<file path="src/rtl/cpu_io_pkg.sv">
`default_nettype none
// ============================================================================
//  cpu_io_pkg
//  Shared types and framing constants for the CPU output-to-UART bridge.
//  Revision: 1.0
// ============================================================================
package cpu_io_pkg;

  typedef enum logic [2:0] {
    IDLE  = 3'd0,
    LOAD  = 3'd1,
    START = 3'd2,
    DATA  = 3'd3,
    STOP  = 3'd4
  } state_t;

  localparam int UART_DATA_BITS = 8;
  localparam int UART_STOP_BITS = 1;

  function automatic int bytes_per_word(input int width);
    return width / UART_DATA_BITS;
  endfunction

  // Counter/index width that never collapses to zero bits.
  function automatic int clog2_min1(input int value);
    return (value <= 2) ? 1 : $clog2(value);
  endfunction

endpackage
`default_nettype wire

</file>
<file path="src/rtl/uart_tx_byte.sv">
`default_nettype none
// ============================================================================
//  uart_tx_byte
//  Serialises one byte as an 8N1 frame and pulses o_done in the last cycle.
//  Revision: 1.0
// ============================================================================
module uart_tx_byte
  import cpu_io_pkg::*;
#(
  parameter int CLKS_PER_BIT = 434
) (
  input  logic       clk,
  input  logic       rst_n,
  input  logic [7:0] i_byte,
  input  logic       i_valid,
  output logic       o_tx,
  output logic       o_done
);

  localparam int               CNT_W       = clog2_min1(CLKS_PER_BIT);
  localparam logic [CNT_W-1:0] C_RELOAD    = CNT_W'(CLKS_PER_BIT - 1);
  localparam logic [CNT_W-1:0] C_CNT_ONE   = CNT_W'(1);
  localparam logic [2:0]       C_LAST_DATA = 3'(UART_DATA_BITS - 1);
  localparam logic [2:0]       C_LAST_STOP = 3'(UART_STOP_BITS - 1);

  state_t           r_state;
  state_t           w_next;
  logic [CNT_W-1:0] r_cnt;
  logic [2:0]       r_bit;
  logic [2:0]       w_bit_next;
  logic [7:0]       r_data;
  logic             r_tx;
  logic             w_tx_next;
  logic             w_tick;
  logic             w_reload;
  logic             w_done;

  // A zero count ends the current bit; the counter only decrements while non-zero.
  assign w_tick = (r_cnt == '0);

  always_comb begin
    w_next     = r_state;
    w_bit_next = r_bit;
    w_reload   = 1'b0;
    w_done     = 1'b0;
    w_tx_next  = 1'b1;
    case (r_state)
      IDLE: begin
        if (i_valid) begin
          w_next   = START;
          w_reload = 1'b1;
        end
      end
      START: begin
        if (w_tick) begin
          w_next     = DATA;
          w_bit_next = '0;
          w_reload   = 1'b1;
        end
      end
      DATA: begin
        if (w_tick) begin
          w_reload = 1'b1;
          if (r_bit == C_LAST_DATA) begin
            w_next     = STOP;
            w_bit_next = '0;
          end else begin
            w_bit_next = r_bit + 3'd1;
          end
        end
      end
      STOP: begin
        if (w_tick) begin
          w_reload = 1'b1;
          if (r_bit == C_LAST_STOP) begin
            w_next = IDLE;
            w_done = 1'b1;
          end else begin
            w_bit_next = r_bit + 3'd1;
          end
        end
      end
      default: w_next = IDLE;
    endcase
    case (w_next)
      START:   w_tx_next = 1'b0;
      DATA:    w_tx_next = r_data[w_bit_next];
      default: w_tx_next = 1'b1;
    endcase
  end

  always_ff @(posedge clk) begin
    if (!rst_n) begin
      r_state <= IDLE;
      r_cnt   <= '0;
      r_bit   <= '0;
      r_data  <= '0;
      r_tx    <= 1'b1;
    end else begin
      r_state <= w_next;
      r_bit   <= w_bit_next;
      r_tx    <= w_tx_next;
      if (w_reload) begin
        r_cnt <= C_RELOAD;
      end else if (!w_tick) begin
        r_cnt <= r_cnt - C_CNT_ONE;
      end
      if (r_state == IDLE && i_valid) begin
        r_data <= i_byte;
      end
    end
  end

  assign o_tx   = r_tx;
  assign o_done = w_done;

endmodule
`default_nettype wire

</file>
<file path="src/rtl/cpu_out_uart_bridge.sv">
`default_nettype none
// ============================================================================
//  cpu_out_uart_bridge
//  Buffers CPU output words in a FIFO and streams them MSB-byte-first as UART 8N1.
//  Revision: 1.0
// ============================================================================
module cpu_out_uart_bridge
  import cpu_io_pkg::*;
#(
  parameter int WIDTH        = 24,
  parameter int DEPTH        = 8,
  parameter int CLKS_PER_BIT = 434
) (
  input  logic                   clock,
  input  logic                   reset,
  input  logic                   outFlag,
  input  logic [WIDTH-1:0]       out,
  output logic                   tx,
  output logic                   busy,
  output logic [$clog2(DEPTH):0] count,
  output logic                   overflow
);

  localparam int              AW         = $clog2(DEPTH);
  localparam int              BPW        = bytes_per_word(WIDTH);
  localparam int              IW         = clog2_min1(BPW);
  localparam logic [AW:0]     C_DEPTH    = (AW + 1)'(DEPTH);
  localparam logic [AW:0]     C_CNT_ONE  = (AW + 1)'(1);
  localparam logic [AW-1:0]   C_PTR_ONE  = AW'(1);
  localparam logic [IW-1:0]   C_LAST_IDX = IW'(BPW - 1);
  localparam logic [IW-1:0]   C_IDX_ONE  = IW'(1);

  logic [WIDTH-1:0] r_mem [DEPTH];
  logic [AW-1:0]    r_wr_ptr;
  logic [AW-1:0]    r_rd_ptr;
  logic [AW:0]      r_count;
  logic             r_overflow;
  logic [WIDTH-1:0] r_word;
  logic [IW-1:0]    r_idx;
  state_t           r_state;
  state_t           w_next;
  logic             w_pop;
  logic             w_push;
  logic             w_full;
  logic             w_load;
  logic             w_idx_inc;
  logic             w_done;
  logic [7:0]       w_byte;

  assign w_full = (r_count == C_DEPTH);
  // A full FIFO still accepts a word when the head leaves on the same edge.
  assign w_push = outFlag && (!w_full || w_pop);
  assign w_byte = r_word[(WIDTH - 1) - 8 * int'(r_idx) -: 8];

  always_ff @(posedge clock) begin
    if (!reset) begin
      r_wr_ptr   <= '0;
      r_rd_ptr   <= '0;
      r_count    <= '0;
      r_overflow <= 1'b0;
    end else begin
      if (w_push) begin
        r_wr_ptr <= r_wr_ptr + C_PTR_ONE;
      end
      if (w_pop) begin
        r_rd_ptr <= r_rd_ptr + C_PTR_ONE;
      end
      if (w_push && !w_pop) begin
        r_count <= r_count + C_CNT_ONE;
      end else if (w_pop && !w_push) begin
        r_count <= r_count - C_CNT_ONE;
      end
      if (outFlag && !w_push) begin
        r_overflow <= 1'b1;
      end
    end
  end

  always_ff @(posedge clock) begin
    if (w_push) begin
      r_mem[r_wr_ptr] <= out;
    end
  end

  // START here covers the whole byte frame; uart_tx_byte tracks START/DATA/STOP.
  always_comb begin
    w_next    = r_state;
    w_pop     = 1'b0;
    w_load    = 1'b0;
    w_idx_inc = 1'b0;
    case (r_state)
      IDLE: begin
        if (r_count != '0) begin
          w_pop  = 1'b1;
          w_next = LOAD;
        end
      end
      LOAD: begin
        w_load = 1'b1;
        w_next = START;
      end
      START: begin
        if (w_done) begin
          if (r_idx == C_LAST_IDX) begin
            w_next = IDLE;
          end else begin
            w_idx_inc = 1'b1;
            w_next    = LOAD;
          end
        end
      end
      default: w_next = IDLE;
    endcase
  end

  always_ff @(posedge clock) begin
    if (!reset) begin
      r_state <= IDLE;
      r_idx   <= '0;
      r_word  <= '0;
    end else begin
      r_state <= w_next;
      if (w_pop) begin
        r_word <= r_mem[r_rd_ptr];
        r_idx  <= '0;
      end else if (w_idx_inc) begin
        r_idx <= r_idx + C_IDX_ONE;
      end
    end
  end

  uart_tx_byte #(
    .CLKS_PER_BIT (CLKS_PER_BIT)
  ) u_tx (
    .clk     (clock),
    .rst_n   (reset),
    .i_byte  (w_byte),
    .i_valid (w_load),
    .o_tx    (tx),
    .o_done  (w_done)
  );

  assign busy     = (r_count != '0) || (r_state != IDLE);
  assign count    = r_count;
  assign overflow = r_overflow;

endmodule
`default_nettype wire

</file>
<file path="config.mk">
export PLATFORM = sky130hd
export DESIGN_NAME = cpu_out_uart_bridge
export DESIGN_NICKNAME = d
export VERILOG_FILES = /design/src/rtl/cpu_io_pkg.sv /design/src/rtl/uart_tx_byte.sv /design/src/rtl/cpu_out_uart_bridge.sv
export SDC_FILE = /design/constraint.sdc
export NUM_CORES = 1
export LEC_CHECK = 0
export CORE_MARGIN = 4
export CORE_UTILIZATION = 43
export CTS_CLUSTER_DIAMETER = 150
export CTS_CLUSTER_SIZE = 16
export DETAILED_ROUTE_END_ITERATION = 10
export GPL_ROUTABILITY_DRIVEN = 0
export PLACE_DENSITY = 0.66
export REMOVE_ABC_BUFFERS = 1
export SLEW_MARGIN = 20
export SYNTH_ARGS = -nofsm -noshare
export SYNTH_HDL_FRONTEND = slang
export SYNTH_SLANG_ARGS = --single-unit
</file>
<file path="constraint.sdc">
create_clock -name clock -period 9.8 [get_ports clock]
set_clock_uncertainty 0.05 [all_clocks]
set_input_delay 0.98 -clock clock [delete_from_list [all_inputs] [get_ports clock]]
set_output_delay 0.98 -clock clock [all_outputs]
set_load 0.1 [all_outputs]
</file>
### Yosys cells after proc, flatten, opt, wreduce, memory -nomap -nowiden

Memory sizes are Yosys's and may differ from the RTL's. A register that Yosys moved wholly into a read port is not among the register bits.
Cells that the tools add are included.

| storage, ports and cells | value |
|---|---|
| register bits | 40 |
| RAM bits | 192 |
| input bits | 27 |
| memories | 1 |

| cells by class | value |
|---|---|
| add/subtract/negate cells | 8 |
| order comparisons | 1 |
| eq/ne operators | 13 |
| shift operators | 1 |
| multiplexer cells | 38 |
| bitwise logic cells | 1 |
| reductions and logical operators | 22 |

Memories:

| memory | depth | bits a word | read ports | clocked after memory_dff | write ports | RTL line | source |
|---|---|---|---|---|---|---|---|
| r_mem | 8 | 24 | 1 | 1 | 1 | cpu_out_uart_bridge.sv:33 | `logic [WIDTH-1:0] r_mem [DEPTH];` |

Operators by type and width:

| operator | number |
|---|---|
| two-way mux 3 bit | 13 |
| indexed part select 31 x 6 -> 8 bit | 1 |
| two-way mux 9 bit | 2 |
| one-hot mux 3 bit (3 select lines) | 2 |
| equality test 3 x 2 -> 1 bit, second input constant | 5 |
| two-way mux 1 bit | 15 |
| one-hot mux 3 bit (4 select lines) | 1 |
| adder 3 x 1 -> 3 bit, second input constant | 3 |
| logical NOT 3 bit | 3 |
| logical NOT 9 bit | 1 |
| subtractor 9 x 1 -> 9 bit, second input constant | 1 |
| two-way mux 4 bit | 2 |
| equality test 3 bit, second input constant | 2 |
| subtractor 5 x 5 -> 6 bit, first input constant | 1 |
| logical AND 1 bit | 5 |
| adder 4 x 1 -> 4 bit, second input constant | 1 |
| equality test 4 bit, second input constant | 1 |
| logical NOT 1 bit | 4 |
| less-than comparator 3 x 4 -> 1 bit, second input constant | 1 |
| inequality test 2 bit, second input constant | 2 |
| one-hot mux 1 bit (2 select lines) | 2 |
| nonzero test 4 bit | 1 |
| OR reduction 2 bit | 2 |
| subtractor 4 x 1 -> 4 bit, second input constant | 1 |
| 11 further kinds | 12 |

### Depth between registers and ports, before layout

Gate-level depths: netlist of run 1.

| logic depth | value |
|---|---|
| word-level depth | 9 |
| depth in mapped cells | 12 |
| mapped depth without buffers | 11 |

### Hierarchy

A second synthesis of run 1 with hierarchy kept.

| unflattened totals | value |
|---|---|
| cell total of the unflattened synthesis | 660 |
| area total of the unflattened synthesis | 10332.4 um^2 |

Modules (own cells, without submodules):

| module | times used | cells each | area each (um^2) |
|---|---|---|---|
| cpu_out_uart_bridge | 1 | 495 | 8903.5 |
| uart_tx_byte | 1 | 165 | 1428.9 |

### Worst setup path before layout of run 1

OpenSTA, ideal clock, no wires.

| timing | value |
|---|---|
| path kind | flip-flop to flip-flop |
| start | register r_count[0], in the netlist count[0] |
| end | memory r_mem[0][0] (enable) |
| setup time | 0.435 ns |
| arrival time | 3.396 ns |
| data required time | 9.315 ns |
| slack | 5.919 ns |
| cell stages (with the launch flop) | 6 |
| path buffers | 1 |
| clock period less this slack | 3.881 ns |
| cells stage by stage | dfxtp_1 -> nor4_1 -> nor2b_1 -> clkbuf_1 -> nand2b_1 -> nor3_1 |

| on the way | value |
|---|---|
| longest elaborated chain between the ends | 7 |

Ends and longest elaborated chain:

| what | RTL line | source |
|---|---|---|
| start, declared | cpu_out_uart_bridge.sv:36 | `logic [AW:0] r_count;` |
| start signal, assigned | cpu_out_uart_bridge.sv:69 | `r_count <= r_count + C_CNT_ONE;` |
| start signal, assigned | cpu_out_uart_bridge.sv:71 | `r_count <= r_count - C_CNT_ONE;` |
| nonzero test 4 bit | cpu_out_uart_bridge.sv:93 | `if (r_count != '0) begin` |
| two-way mux 1 bit | cpu_out_uart_bridge.sv:93 |  |
| two-way mux 1 bit | cpu_out_uart_bridge.sv:91 | `case (r_state)` |
| logical OR 1 bit (*) | cpu_out_uart_bridge.sv:52 | `assign w_push = outFlag && (!w_full \|\| w_pop);` |
| logical AND 1 bit (*) | cpu_out_uart_bridge.sv:52 |  |
| net w_push | cpu_out_uart_bridge.sv:43 | `logic w_push;` |
| two-way mux 1 bit (*) | cpu_out_uart_bridge.sv:80 | `if (w_push) begin` |
| two-way mux 1 bit (not written as such) (*) | cpu_out_uart_bridge.sv:81 | `r_mem[r_wr_ptr] <= out;` |
| end, declared | cpu_out_uart_bridge.sv:33 |  |

Mark *: on every way through the listed nets, which the timed path passes. The rest lies on a longest branch.

### Final worst setup path of run 1

| timing | value |
|---|---|
| start | register r_count[0], in the netlist count[0] |
| end | output port busy |

| on the way | value |
|---|---|
| longest elaborated chain between the ends | 2 |

Ends and longest elaborated chain:

| what | RTL line | source |
|---|---|---|
| nonzero test 4 bit | cpu_out_uart_bridge.sv:143 | `assign busy = (r_count != '0) \|\| (r_state != IDLE);` |
| logical OR 1 bit | cpu_out_uart_bridge.sv:143 |  |
| end, declared | cpu_out_uart_bridge.sv:19 | `output logic busy,` |

No other way between the ends.

==> impl_metrics.ini, run 1 <==
[grt]
grt_max_degree = 59
grt_util_met2 = 0.235
grt_util_met3 = 0.0238
grt_use_met1 = 0.208
track_usage = 0.145
grt_pass1_wl_um = 30300
grt_overflow = 0
antenna_found_initial = 0
grt_pass1_vias = 5445
grt.busiest_layer = met2

[synthesis]
ys_types = 54
synth_seq_cells = 255
yosysWarnings = 0
synth_edf_count = 192
async_flop_share = 0
synthAdderAreaFrac = 0.0165
synth_top_family_by_area = multiplexers
synthMuxAreaShare = 0.136
ys.flop_type = edfxtp_1
seq_area_frac_synth = 0.682
synth-simple-area-share = 0.0673
synth_compound_area_frac = 0.0722
syn_area_sq_mm = 0.0103
synthCells = 625
synth_xor_area_frac = 0.0102
avgSynthCellArea_sq_um = 16.5

[clock_network]
postCtsSetupBuffers = 0
clk_latency_ns = 0.50
path_clk_slew_ns = 0.07
post_cts_resized = 0
numCtsBuffers = 19
clock-root-buffer = clkbuf_16
cts_buffer_depth = 3
cts.sinks = 255
tritoncts = built
cts_hold_buf = 0
cts_htree_levels = 1

[timing]
finalSetupViolCount = 0
fin_crit_ns = 3.47
drv_slew = 0
worst_slew_pin_slew_ns = 0.977
relSlewSlack = 0.347
rsz0062_at_grt = no
timing.fmax_ghz = 0.288
fin_crit_sh = 0.354
hold_viol_final = 0
setup_tns_ns = 0

[route]
post_drt_wl_per_cell_um = 19.3
drtIter0Drc = 383
wl_um = 19000
drtAntennaViolNets = 0
vias = 5361
drc = 0
first_pass_iters = 4
vias_per_cell = 5.44

[outcome]
status = finished, final reports clean

[power]
switching_power_uw = 892
pwr-share-clk = 0.242
combPwrFrac = 0.279
worst_ir_drop_vdd_mv = 0.185
p_leak_uw = 0.00392
power.density_cell_area_mw_per_mm2 = 250
sequentialPowerShare = 0.479
internal_power_uw = 2000
switching_share = 0.309

[die]
row_count = 56
die_h_um = 163
placeableCoreArea_sq_mm = 0.0235
chipWidth_um = 163
die_area_sq_mm = 0.0265
initial_utilization = 0.437
ios = 34

[cells_and_area]
syn_to_final_growth_pct = 12.3
fin_util = 0.491
num_antenna_cells = 0
layout-drive-gt1-share = 0.153
final_nets = 700

[worst_hold_path]
worstHoldStart = u_tx.r_cnt[3]
hold_class = reg2reg

[placement]
port_buffers = 33
dp_hpwl_um = 11000

[setup_path]
critical_path.max_fanout = 6
cp.arrival_ns = 2.44
required_ns = 8.77
r2r_start = count[0]
crit_type = reg2out
start_kind = flip-flop
endpoint_kind = output port
cp-startpoint = count[0]

[job]
maxCapViolations = 0
==> layout by cell type, fill, tap and decap left out, types with 10 or more instances in the layout <==
| cell | n |
|---|---|
| edfxtp_1 | 192 |
| mux4_2 | 48 |
| nand2_1 | 52 |
| buf_4 | 12 |
| o211a_1 | 26 |
| nor2_1 | 14 |
| mux2i_1 | 32 |
| dfxtp_1 | 61 |
| and2_1 | 10 |
| nor2b_1 | 12 |
| clkbuf_16 | 19 |
| ha_1 | 12 |
| clkdlybuf4s50_1 | 33 |
| xnor2_1 | 11 |
==> metal layers <==
| metal | wire length, um | up-vias |
|---|---|---|
| met4 | 436 | 0 |
| met5 | 0 | - |
| met3 | 996 | 26 |
| met2 | 9080 | 121 |
| met1 | 8500 | 2713 |
| li1 | - | 2501 |
==> final timing paths <==
path	to	slack (ns)	depth (start not counted)
worst max register to register	count[3]	6.74	12
worst min register to register	u_tx.r_cnt[3]	0.44	2
worst min-delay path	u_tx.r_cnt[3]	0.44	2
worst max-delay path	busy	6.33	3
==> cells in the mapped netlist (all sizes together), types with 8 or more instances <==
cell type	count	area [sq um]
edfxtp	192	5770
o21ai	13	65.1
nand2b	9	56.3
a22oi	9	67.6
clkbuf	24	90.1
buf	8	33.8
mux2i	32	320
dfxtp	63	1260
nand2	52	195
mux4	48	1080
nor2b	12	75.1
o211a	26	260
xnor2	11	96.3
and2	10	62.6
ha	12	150
a21boi	10	75.1
inv	9	33.8
nor2	21	81.3
==> through the flow <==
stage	power, uW	worst slack, ns	hold slack, ns	cells	cell area [sq um]
CTS	2920	6.30	0.449	984	11500
global route	3050	6.21	0.473	985	11600
global placement	2180	6.32	0.414	957	11000
finish	2890	6.33	0.441	985	11600
detailed placement	2220	6.24	0.436	957	11000
floorplan	2010	3.88	0.402	593	10200
==> logic make-up after synthesis <==
| logic type | Yosys count |
|---|---|
| flops | 255 |
| compound gates | 89 |
| fa+ha+maj | 13 |
| buf+inv | 41 |
| xor+xnor | 12 |
| simple gates | 135 |
| mux | 80 |
==> state kept, by name, indices dropped and copies added, names as in the netlist, 3 cells and up <==
register,flops
r_wr_ptr,3
r_word,24
r_mem,192
r_rd_ptr,3
count,4
u_tx.r_data,8
u_tx.r_cnt,9
u_tx.r_state,3
u_tx.r_bit,3
==> cell type report <==
type / count / area [sq um]
clock buffers: 26 / 502
clock inverters: 1 / 8.76
fillers: 1979 / 12000
inverters: 9 / 33.8
multi-input cells: 329 / 3140
flip-flops and latches: 255 / 7030
well taps: 319 / 399
repair buffers: 46 / 448
==> critical path, stage by stage (launching register included) <==
cell	delay, ns
dfxtp_1	0.38
nor4_1	0.47
nand2_1	0.11
clkdlybuf4s50_1	0.98
==> power by group through the flow <==
stage	registers (uW)	logic [uW]	clock network (uW)
after floorplan	1460	548	0
after global placement	1430	747	0
after detailed placement	1440	775	0
after CTS	1420	778	720
after global routing	1400	888	760
final	1390	806	701
Note: power is estimated with default switching activity, not from simulation.
==> run 2, diff against run 1 <==
--- a/config.mk
+++ b/config.mk
@@ -11,7 +11,7 @@
 export CTS_CLUSTER_SIZE = 16
 export DETAILED_ROUTE_END_ITERATION = 10
 export GPL_ROUTABILITY_DRIVEN = 0
-export PLACE_DENSITY = 0.66
+export PLACE_DENSITY = 0.69
 export REMOVE_ABC_BUFFERS = 1
 export SLEW_MARGIN = 20
 export SYNTH_ARGS = -nofsm -noshare
==> constraint.sdc (replaced) <==
create_clock -name clock -period 3.1 [get_ports clock]
set_clock_uncertainty 0.05 [all_clocks]
set_input_delay 0.31 -clock clock [delete_from_list [all_inputs] [get_ports clock]]
set_output_delay 0.31 -clock clock [all_outputs]
set_load 0.1 [all_outputs]
==> run 2 against run 1 <==
Net effect: first-iteration DRC count is 46% higher; via count grew 2.4%; sequential share of layout area decreased by 0.31 points; count of clock-buffer cells in the layout rose by 6.
==> impl_metrics.ini, run 2 (synthesis results as in run 1) <==
[outcome]
status = finished, final reports clean

[route]
route.met3.wl_um = 785
wl_um = 19800
vias = 5488
drtIter0Drc = 558
dr.max_layer_used = met4
vias_per_cell = 5.52
post_drt_wl_per_cell_um = 19.9
drtAntennaViolNets = 0
wl_met2_um = 9870
drc = 0
wl_met1_um = 8680
first_pass_iters = 5

[clock_network]
cts_htree_levels = 1
cts_buffer_depth = 3
tritoncts = built
post_cts_resized = 0
clk_latency_ns = 0.50
cts.sinks = 255
postCtsSetupBuffers = 0
numCtsBuffers = 19
path_clk_slew_ns = 0.07
cts_hold_buf = 0
clock-root-buffer = clkbuf_16

[setup_path]
cp_slowest_cell = nor4_2
crit_buf_inv = 2
path_cells = nor4_2 > nor3_2 > inv_1 > ha_1 > inv_1 > ha_1 > a21o_1 > a21oi_1 > xnor2_1 > or3_1 > a21boi_0
crit_type = reg2reg
start_kind = flip-flop
critical_path.max_fanout = 6
crit_family = simple AND/OR/NAND/NOR gates
cp.arrival_ns = 3.18
endpoint_kind = flip-flop
slowest_delay_ns = 0.40
required_ns = 3.46

[timing]
hold_viol_final = 0
finalSetupViolCount = 0
fin_ws_ns = 0.276
drv_slew = 0
fin_crit_sh = 0.911
relSlewSlack = 0.355
fin_crit_ns = 2.82
rsz0062_at_grt = no
worst_slew_pin_slew_ns = 0.965
setup_tns_ns = 0
timing.fmax_ghz = 0.354

[placement]
dp_slack_ns = 0.227
dp.cells = 961
port_buffers = 33
dp_hpwl_um = 11700

[power]
p_leak_uw = 0.00396
p_total_uw = 9210
sequentialPowerShare = 0.479
combPwrFrac = 0.278
pwr-share-clk = 0.244
internal_power_uw = 6370
power.density_cell_area_mw_per_mm2 = 792
worst_ir_drop_vdd_mv = 0.480
switching_power_uw = 2840
switching_share = 0.308

[job]
maxCapViolations = 0

[cells_and_area]
final_nets = 703
nFillCells = 1984
multi_input_area_sq_mm = 0.00315
layout-drive-gt1-share = 0.164
syn_to_final_growth_pct = 12.9
final_common_cell = edfxtp_1
register_area_sq_mm = 0.00703
fin_util = 0.494
reg.largest.list = r_mem: 192 flops, r_word: 24 flops, u_tx.r_cnt: 9 flops
num_antenna_cells = 0
instances_no_fill = 995
largest_reg_flops = 192
max_flop_register = r_mem
most-common-layout-cells = edfxtp_1, dfxtp_1, nand2_1

[grt]
grt_max_degree = 59
grt_overflow = 0
grt_pass1_wl_um = 31600
antenna_found_initial = 0
grt_pass1_vias = 5691
track_usage = 0.151

[die]
die_area_sq_mm = 0.0265
initial_utilization = 0.437
chipWidth_um = 163
placeableCoreArea_sq_mm = 0.0235
row_count = 56
die_h_um = 163
ios = 34

[worst_hold_path]
hold_class = in2reg
## run 2: metal layers
metal,global-route usage,up-vias
met4,0.0454,0
met1,0.204,2817
met3,0.0253,29
met2,0.255,127
met5,0,-
li1,-,2515
## run 2: worst paths after layout
kind / from / end / slack [ns] / cells after the start
max: count[0] / count[3] / 0.28 / 11
min: outFlag / overflow / 0.40 / 3
max reg2reg: count[0] / count[3] / 0.28 / 11
min reg2reg: u_tx.r_cnt[3] / u_tx.r_cnt[3] / 0.44 / 2
## run 2: per-stage QoR
step | hold slack (ns) | area (sq um)
6_report | 0.399 | 11600
5_1_grt | 0.444 | 11600
4_1_cts | 0.378 | 11600
3_5_place_dp | 0.427 | 11100
3_3_place_gp | 0.417 | 11100
2_1_floorplan | 0.359 | 10200
## run 2: cell type report
cell class,instances,area share
clock buffer,32,0.0451
clock inverter,2,0.00108
inverter,9,0.00291
multi-input combinational,329,0.271
sequential,255,0.605
tap,319,0.0343
timing repair buffer,49,0.0409
## run 2: worst reg2reg max path, delay by kind of cell (launching register included)
family                   cells  cell delay [ns]
AND/OR/NAND/NOR              3             0.79
AO/OA/AOI/OAI                3             0.61
adder cells (fa/ha/maj)      2             0.53
flip-flops                   1             0.39
buffers and inverters        2             0.26
XOR/XNOR                     1             0.11
## run 2: power by group through the flow
stage	logic, uW	registers (uW)	clock network (uW)
CTS	2580	4410	2320
detailed placement	2570	4480	0
global route	2810	4460	2460
floorplan	1700	4610	0
finish	2560	4410	2240
global placement	2470	4450	0
